**config.mk**
```make
export PLATFORM = sky130hd
export DESIGN_NAME = seq_divider
export DESIGN_NICKNAME = d
export VERILOG_FILES = /design/src/rtl/divider_pkg.sv /design/src/rtl/div_restore_step.sv /design/src/rtl/seq_divider.sv
export SDC_FILE = /design/constraint.sdc
export NUM_CORES = 1
export LEC_CHECK = 0
export CAP_MARGIN = 5
export CORE_MARGIN = 1
export CORE_UTILIZATION = 62
export CTS_BUF_LIST = sky130_fd_sc_hd__clkbuf_16
export DETAILED_ROUTE_END_ITERATION = 8
export HOLD_SLACK_MARGIN = 0.1
export PLACE_DENSITY = 0.86
export SLEW_MARGIN = 20
export SYNTH_ARGS = -nofsm -noshare
export SYNTH_HDL_FRONTEND = slang
export SYNTH_SLANG_ARGS = --single-unit
```
**constraint.sdc**
```tcl
create_clock -name clk_i -period 4.3 [get_ports clk_i]
set_clock_uncertainty 0.15 [all_clocks]
set_input_delay 1.29 -clock clk_i [delete_from_list [all_inputs] [get_ports clk_i]]
set_output_delay 1.29 -clock clk_i [all_outputs]
set_load 0.1 [all_outputs]
```
**src/rtl/divider_pkg.sv**
```systemverilog
// Shared types, widths and sign helpers for the sequential divider.
package divider_pkg;

  // Controller states.
  typedef enum logic [1:0] {
    StIdle,
    StCalc,
    StFix,
    StDone
  } div_state_e;

  // Widest operand the sign helpers handle; callers size-cast in and out.
  localparam int unsigned MaxW = 64;

  // Default operand width and its bit-counter width.
  localparam int unsigned DefWidth = 13;
  localparam int unsigned DefCntW  = $clog2(DefWidth + 1);

  // Counter width able to hold the value w (the step count).
  function automatic int unsigned cnt_width(input int unsigned w);
    return $clog2(w + 1);
  endfunction

  // Conditionally negate a two's-complement value.
  function automatic logic [MaxW-1:0] apply_sign(input logic [MaxW-1:0] v, input logic neg);
    return neg ? (~v + MaxW'(1)) : v;
  endfunction

  // Magnitude of a value whose sign is flagged by neg.
  function automatic logic [MaxW-1:0] magnitude(input logic [MaxW-1:0] v, input logic neg);
    return apply_sign(v, neg);
  endfunction

endpackage

```
**src/rtl/div_restore_step.sv**
```systemverilog
// One combinational restoring-division step over a 2*WIDTH-bit partial remainder.
// The upper half holds the running remainder, the lower half the dividend bits
// still to be shifted in.
module div_restore_step #(
  parameter int unsigned WIDTH = 13
) (
  input  logic [2*WIDTH-1:0] rem_i,
  input  logic [WIDTH-1:0]   divisor_i,
  output logic [2*WIDTH-1:0] rem_o,
  output logic               q_bit_o
);

  logic [WIDTH:0] cand;
  logic [WIDTH:0] diff;
  logic [WIDTH-1:0] hi_next;

  // Shift left by one; the carry out of the upper half is kept as bit WIDTH so the
  // trial subtraction against the divisor is exact.
  always_comb begin
    cand    = rem_i[2*WIDTH-1:WIDTH-1];
    diff    = cand - {1'b0, divisor_i};
    q_bit_o = ~diff[WIDTH];
    hi_next = q_bit_o ? diff[WIDTH-1:0] : cand[WIDTH-1:0];
    rem_o   = {hi_next, rem_i[WIDTH-2:0], 1'b0};
  end

endmodule

```
**src/rtl/seq_divider.sv**
```systemverilog
// Iterative restoring divider with valid/ready handshakes, signed/unsigned mode,
// pass-through tag and divide-by-zero / overflow flags. Fixed latency: the result
// appears WIDTH+1 edges after the accepting edge.
module seq_divider
  import divider_pkg::*;
#(
  parameter int unsigned WIDTH = 13,
  parameter int unsigned TAG_W = 4
) (
  input  logic             clk_i,
  input  logic             rst_ni,
  input  logic             in_valid_i,
  output logic             in_ready_o,
  input  logic             in_signed_i,
  input  logic [WIDTH-1:0] in_dividend_i,
  input  logic [WIDTH-1:0] in_divisor_i,
  input  logic [TAG_W-1:0] in_tag_i,
  output logic             out_valid_o,
  input  logic             out_ready_i,
  output logic [WIDTH-1:0] out_quotient_o,
  output logic [WIDTH-1:0] out_remainder_o,
  output logic [TAG_W-1:0] out_tag_o,
  output logic             out_div_zero_o,
  output logic             out_overflow_o
);

  localparam int unsigned CntW = cnt_width(WIDTH);

  div_state_e state_q, state_d;
  logic [CntW-1:0]    cnt_q, cnt_d;
  logic [2*WIDTH-1:0] rem_q, rem_d;
  logic [WIDTH-1:0]   quo_q, quo_d;
  logic [WIDTH-1:0]   dvsr_q, dvsr_d;
  logic [WIDTH-1:0]   dvd_q, dvd_d;
  logic               q_neg_q, q_neg_d;
  logic               r_neg_q, r_neg_d;
  logic               dz_q, dz_d;
  logic               ovf_q, ovf_d;
  logic [TAG_W-1:0]   tag_q, tag_d;

  logic [WIDTH-1:0]   oq_q, oq_d;
  logic [WIDTH-1:0]   or_q, or_d;
  logic [TAG_W-1:0]   otag_q, otag_d;
  logic               odz_q, odz_d;
  logic               oovf_q, oovf_d;

  logic               accept;
  logic               dvd_neg, dvs_neg;
  logic [WIDTH-1:0]   dvd_mag, dvs_mag;
  logic [2*WIDTH-1:0] step_rem;
  logic               step_q;

  div_restore_step #(
    .WIDTH(WIDTH)
  ) u_step (
    .rem_i    (rem_q),
    .divisor_i(dvsr_q),
    .rem_o    (step_rem),
    .q_bit_o  (step_q)
  );

  // Handshake and operand decode for the request being offered this cycle.
  always_comb begin
    in_ready_o = (state_q == StIdle) | ((state_q == StDone) & out_ready_i);
    accept     = in_valid_i & in_ready_o;
    dvd_neg    = in_signed_i & in_dividend_i[WIDTH-1];
    dvs_neg    = in_signed_i & in_divisor_i[WIDTH-1];
    dvd_mag    = WIDTH'(magnitude(MaxW'(in_dividend_i), dvd_neg));
    dvs_mag    = WIDTH'(magnitude(MaxW'(in_divisor_i), dvs_neg));
  end

  // Next-state logic: load on accept, iterate in CALC, sign-fix and register in FIX.
  always_comb begin
    state_d = state_q;
    cnt_d   = cnt_q;
    rem_d   = rem_q;
    quo_d   = quo_q;
    dvsr_d  = dvsr_q;
    dvd_d   = dvd_q;
    q_neg_d = q_neg_q;
    r_neg_d = r_neg_q;
    dz_d    = dz_q;
    ovf_d   = ovf_q;
    tag_d   = tag_q;
    oq_d    = oq_q;
    or_d    = or_q;
    otag_d  = otag_q;
    odz_d   = odz_q;
    oovf_d  = oovf_q;

    unique case (state_q)
      StIdle: ;
      StCalc: begin
        rem_d = step_rem;
        quo_d = {quo_q[WIDTH-2:0], step_q};
        cnt_d = cnt_q - CntW'(1);
        if (cnt_q == CntW'(1)) state_d = StFix;
      end
      StFix: begin
        otag_d = tag_q;
        odz_d  = dz_q;
        oovf_d = ovf_q;
        if (dz_q) begin
          oq_d = '1;
          or_d = dvd_q;
        end else if (ovf_q) begin
          oq_d = {1'b1, {(WIDTH-1){1'b0}}};
          or_d = '0;
        end else begin
          oq_d = WIDTH'(apply_sign(MaxW'(quo_q), q_neg_q));
          or_d = WIDTH'(apply_sign(MaxW'(rem_q[2*WIDTH-1:WIDTH]), r_neg_q));
        end
        state_d = StDone;
      end
      StDone: begin
        if (out_ready_i) state_d = StIdle;
      end
      default: state_d = StIdle;
    endcase

    // Accept overrides the DONE->IDLE return for back-to-back operation.
    if (accept) begin
      rem_d   = {{WIDTH{1'b0}}, dvd_mag};
      quo_d   = '0;
      dvsr_d  = dvs_mag;
      dvd_d   = in_dividend_i;
      q_neg_d = dvd_neg ^ dvs_neg;
      r_neg_d = dvd_neg;
      dz_d    = (in_divisor_i == '0);
      ovf_d   = in_signed_i & (in_dividend_i == {1'b1, {(WIDTH-1){1'b0}}}) &
                (in_divisor_i == '1);
      tag_d   = in_tag_i;
      cnt_d   = CntW'(WIDTH);
      state_d = StCalc;
    end
  end

  // State, datapath and output registers.
  always_ff @(posedge clk_i or negedge rst_ni) begin
    if (!rst_ni) begin
      state_q <= StIdle;
      cnt_q   <= '0;
      rem_q   <= '0;
      quo_q   <= '0;
      dvsr_q  <= '0;
      dvd_q   <= '0;
      q_neg_q <= 1'b0;
      r_neg_q <= 1'b0;
      dz_q    <= 1'b0;
      ovf_q   <= 1'b0;
      tag_q   <= '0;
      oq_q    <= '0;
      or_q    <= '0;
      otag_q  <= '0;
      odz_q   <= 1'b0;
      oovf_q  <= 1'b0;
    end else begin
      state_q <= state_d;
      cnt_q   <= cnt_d;
      rem_q   <= rem_d;
      quo_q   <= quo_d;
      dvsr_q  <= dvsr_d;
      dvd_q   <= dvd_d;
      q_neg_q <= q_neg_d;
      r_neg_q <= r_neg_d;
      dz_q    <= dz_d;
      ovf_q   <= ovf_d;
      tag_q   <= tag_d;
      oq_q    <= oq_d;
      or_q    <= or_d;
      otag_q  <= otag_d;
      odz_q   <= odz_d;
      oovf_q  <= oovf_d;
    end
  end

  // Outputs come straight from registers; no path from in_valid to out_valid.
  always_comb begin
    out_valid_o     = (state_q == StDone);
    out_quotient_o  = oq_q;
    out_remainder_o = or_q;
    out_tag_o       = otag_q;
    out_div_zero_o  = odz_q;
    out_overflow_o  = oovf_q;
  end

endmodule

```
After elaboration in Yosys (flattened, before gate mapping)
Index checks and enable logic that the tools add are counted.

word-level totals
  bits of input ports = 35
  register bits = 111
  output and inout port bits = 34

operators by class
  bitwise logic cells = 13
  equal/unequal tests = 8
  reduce and logical (&&, ||, !) cells = 5
  muxes and demuxes = 19
  add/sub/neg operators = 6

operators with widths
  operator                                                             count
  13-bit 2-to-1 mux                                                    11
  13-bit by 1-bit adder with 13-bit output (second input constant)     4
  26-bit 2-to-1 mux                                                    2
  13-bit NOT                                                           4
  13-bit == test (second input constant)                               2
  14-bit by 13-bit subtractor with 14-bit output                       1
  13-bit logical NOT                                                   1
  4-bit 2-to-1 mux                                                     2
  1-bit bitwise AND                                                    6
  2-bit 2-to-1 mux                                                     3
  2-bit case mux with 3 select lines                                   1
  2-bit == test (second input constant)                                2
  4-bit by 1-bit == test with 1-bit output (second input constant)     1
  4-bit nonzero test                                                   1
  4-bit by 1-bit subtractor with 4-bit output (second input constant)  1
  3-bit by 1-bit != test with 1-bit output (second input constant)     1
  3-bit != test (second input constant)                                1
  3-bit AND reduction                                                  1
  2-bit by 1-bit == test with 1-bit output (second input constant)     1
  2-bit logical NOT                                                    1
  2-bit nonzero test                                                   1
  1-bit NOT                                                            1
  1-bit OR                                                             1
  1-bit bitwise XOR                                                    1

Logic depth before layout (Yosys ltp)
  depth in word-level cells = 6
  mapped depth = 10

By module
Synthesis repeated with hierarchy kept, for this count alone.

second synthesis, totals
  cell total of the unflattened synthesis = 750
  area, all modules = 6,839.1 µm²

modules (own cells, without submodules)
  module            times used  area each (µm²)  cells each  sequential area each (µm²)
  seq_divider       1           5,781.8          609         2,777.7
  div_restore_step  1           1,057.3          141         0.0

Worst setup path before layout
Ideal clock, no wire load.

  path type = reg-to-output
  start point = reg state_q[1]
  end point = out in_ready_o
  cell stages (with the launch flop) = 3
  slack = 808 ps
  required time = 2,860 ps
  buffers on the path = 0
  data arrival time = 2,052 ps
  path through = dfrtp_1 > ha_1 > a21o_1

on the way
  longest elaborated chain between the ends = 3
  elaborated cells between the ends (all ways) = 4
  classes of those cells = eq/ne: 1; bitwise: 2; reduce/logical: 1

RTL lines
  what                      RTL line            source
  start: declaration        seq_divider.sv:29   div_state_e state_q, state_d;
  start signal: assignment  seq_divider.sv:141  state_q <= StIdle;
  start signal: assignment  seq_divider.sv:158  state_q <= state_d;
  2-bit == test             -
  via out_valid_o           seq_divider.sv:18   output logic out_valid_o,
  1-bit bitwise AND         seq_divider.sv:64   in_ready_o = (state_q == StIdle) | ((state_q == StDone) & out_ready_i);
  1-bit OR                  seq_divider.sv:64
  end: declaration          seq_divider.sv:13   output logic in_ready_o,

The timed path passes the listed nets, and every way through them passes these cells.

Worst setup path in the final report
  start point = in out_ready_i
  end point = out in_ready_o

on the way
  longest elaborated chain between the ends = 2

RTL lines
  what                RTL line           source
  start: declaration  seq_divider.sv:19  input logic out_ready_i,
  1-bit bitwise AND   seq_divider.sv:64
  1-bit OR            seq_divider.sv:64

No other way between the ends.

==> run summary <==
Count of cell types in the netlist: 55
Top layer reached by signal wires: met4
First-pass GRT wire length: 26.65 mm
Initial antenna violation count: 0
Top cell type's share of synthesized area: 42.81%
Total gr overflow: 0
Clk pin slew, worst setup/hold paths: 0.07 ns
Drt drc: 0
Measured slew at the worst slew-check pin: 1.035 ns
Initial drt markers: 450
Syn_area_per_cell: 8.816 sq um
Cts hold-fix bufs: 0
Worst Slack Setup Final: 0.6495 ns
Total GRT Usage: 30.37%
Register bit total from synthesis: 111
Die footprint: 10880 sq um
Io pins: 69
Seq/Total Area, Yosys: 42.81%
Share of cells above drive strength 1: 5.478%
Worst skew pair latency: 0.35 ns
Final setup fails: 0
# rows: 36
Dpl ws: 0.6647 ns
Synth Instances: 736
DPL Wire Length: 10.99 mm
Most common cell after layout, fill and taps aside: dfrtp_1
Max Clk Rate: 273.9 MHz
Met3 routed WL: 734 um
Fin Setup TNS: 0 ns
Wire length on met2: 7.818 mm
CP max FO: 3
CP max stage delay: 0.51 ns
Final period util: 84.90%
Via count: 5645
Final net count: 841
Area contributors post-synth: dfrtp_1, nand2_1, o21ai_0, ha_1, a21oi_1
CP Data Required Time: 2.86 ns
Routed wire per std cell: 17.06 um
WP buf/inv: 2
Quantity of gates resized following cts: 0
Critical path launch point type: input pin
Ys Warns: 0
Clock Tree Buf Depth: 2
Vias in the first global route: 5517
Clk sink count: 111
CTS H-tree lvls: 3
CTS tree: built
Antenna Cells: 0
Root Driver: clkbuf_16
Worst relative slew slack: 31.01%
Met1 wire length: 6.731 mm
Synth Flop Type: dfrtp_1
Vias/cell: 6.149
Critical path capture point type: output port
Initial Util: 65.18%
WP data arrival: 2.21 ns
ANT nets after route: 0
Result of the run: complete, no violations
Synth area leader: dfrtp_1
RSZ-0062 raised after global routing: false
Syn_nets: 797
Core area: 9955 sq um
Hold WC Path Type: reg -> reg
Hold Violations, Final: 0
Final hold slack: 0.3337 ns
Max-cap violations: 0
Area delta synth->final: 16.51%
Fillcell total: 708
Share of flip-flops with an asynchronous set or reset: 100.0%
Final slew viol count: 0
CTS buffer count: 9
Critical-path cell list: clkdlybuf4s50_1 -> a21o_1 -> buf_12
DRT Pass-1 Iters: 5
Shortest period the worst path allows: 3.651 ns
Mapped Area: 6489 sq um
Crit-path slowest cell: clkdlybuf4s50_1
Die X-Extent: 104.3 um
Routability cong.: 0.8738
Detailed Route WL: 15.66 mm
Setup CP Type: in -> out
Buffers on Ports: 68
Setup Buffers After CTS: 0
Most frequent cells in the layout: dfrtp_1, nand2_1, nor2_1, clkdlybuf4s50_1, o21ai_0
Die Ht: 104.3 um
Largest net degree at the start of global routing: 73
CP delay by family, top: buffers and inverters
Number of synthesized flops with an enable pin: 0
-- tightest hold or removal path, delay by kind of cell (launching register included) --
kind | cells | cell delay, ns
DFF | 1 | 0.35
and+or+nand+nor | 2 | 0.10
-- cells in the mapped netlist, types with 3 or more instances --
cell and number:
o21a_1 8, a31oi_1 9, o211ai_1 3, a21o_1 5, nor4_1 6, o21ai_0 63, nor2b_1 3, or3_1 3
nand3_1 23, nor2_1 65, xor2_1 20, nand2_1 109, nand2b_1 5, buf_1 7, inv_1 31, a22oi_1 9
o2111ai_1 7, or4_1 4, o31ai_1 6, and3_1 3, ha_1 25, a211oi_1 4, clkbuf_1 34, mux2i_1 26
nor3_1 7, mux2_2 7, dfrtp_1 111, nand4_1 10, o41ai_1 6, a21oi_1 56, xnor2_1 31
-- worst paths after layout --
check	start	endpoint	slack, ns	cells past startpoint
hold reg to reg	dvd_q[9]$_DFFE_PN0P_	dvd_q[9]$_DFFE_PN0P_	0.33	2
hold / removal	dvd_q[9]$_DFFE_PN0P_	dvd_q[9]$_DFFE_PN0P_	0.33	2
setup reg to reg	rem_q[22]$_DFFE_PN0P_	rem_q[18]$_DFFE_PN0P_	1.36	7
setup / recovery	out_ready_i	in_ready_o	0.65	3
min in group asynchronous	rst_ni	cnt_q[3]$_DFFE_PN0P_	0.75	1
max in group asynchronous	rst_ni	rem_q[0]$_DFFE_PN0P_	2.49	2
-- area by class of cell --
type	count	area (sq um)	area share, %
Inverter	31	116.4	1.539
Sequential cell	111	2778	36.74
Clock buffer	9	225.2	2.979
Clock inverter	7	78.83	1.043
Timing Repair Buffer	75	750.7	9.930
Multi-Input combinational cell	552	3445	45.56
Tap cell	133	166.4	2.201
-- kinds of logic after synthesis --
| logic type | after synthesis | share of synthesized area [%] |
|---|---|---|
| simple gates | 254 | 17.82 |
| mux | 33 | 5.226 |
| xor+xnor | 51 | 6.884 |
| compound gates | 188 | 17.89 |
| flops | 111 | 42.81 |
| buf+inv | 73 | 4.242 |
| fa+ha+maj | 26 | 5.129 |
-- state kept, by name, indices dropped and copies added (netlist names), 13 cells and up --
register	cells
quo_q	13
dvd_q	13
rem_q	26
out_quotient_o	13
out_remainder_o	13
dvsr_q	13
-- routing by layer --
| metal | vias to the layer above | GRT usage, % |
|---|---|---|
| li1 | 2671 | - |
| met2 | 202 | 51.99 |
| met5 | - | 0 |
| met1 | 2737 | 39.76 |
| met3 | 35 | 4.323 |
| met4 | 0 | 9.592 |
-- per-stage QoR --
stage | utilization, % | instances | area [sq um]
after floorplan | - | 736 | 6489
after global placement | 72.89 | 902 | 7256
after detailed placement | 72.89 | 902 | 7256
after CTS | 75.94 | 918 | 7560
after global routing | 75.94 | 918 | 7560
final | 75.94 | 918 | 7560
Power is not shown: default switching activity piles up to over one toggle a cycle in this logic, so the estimate is an artifact.
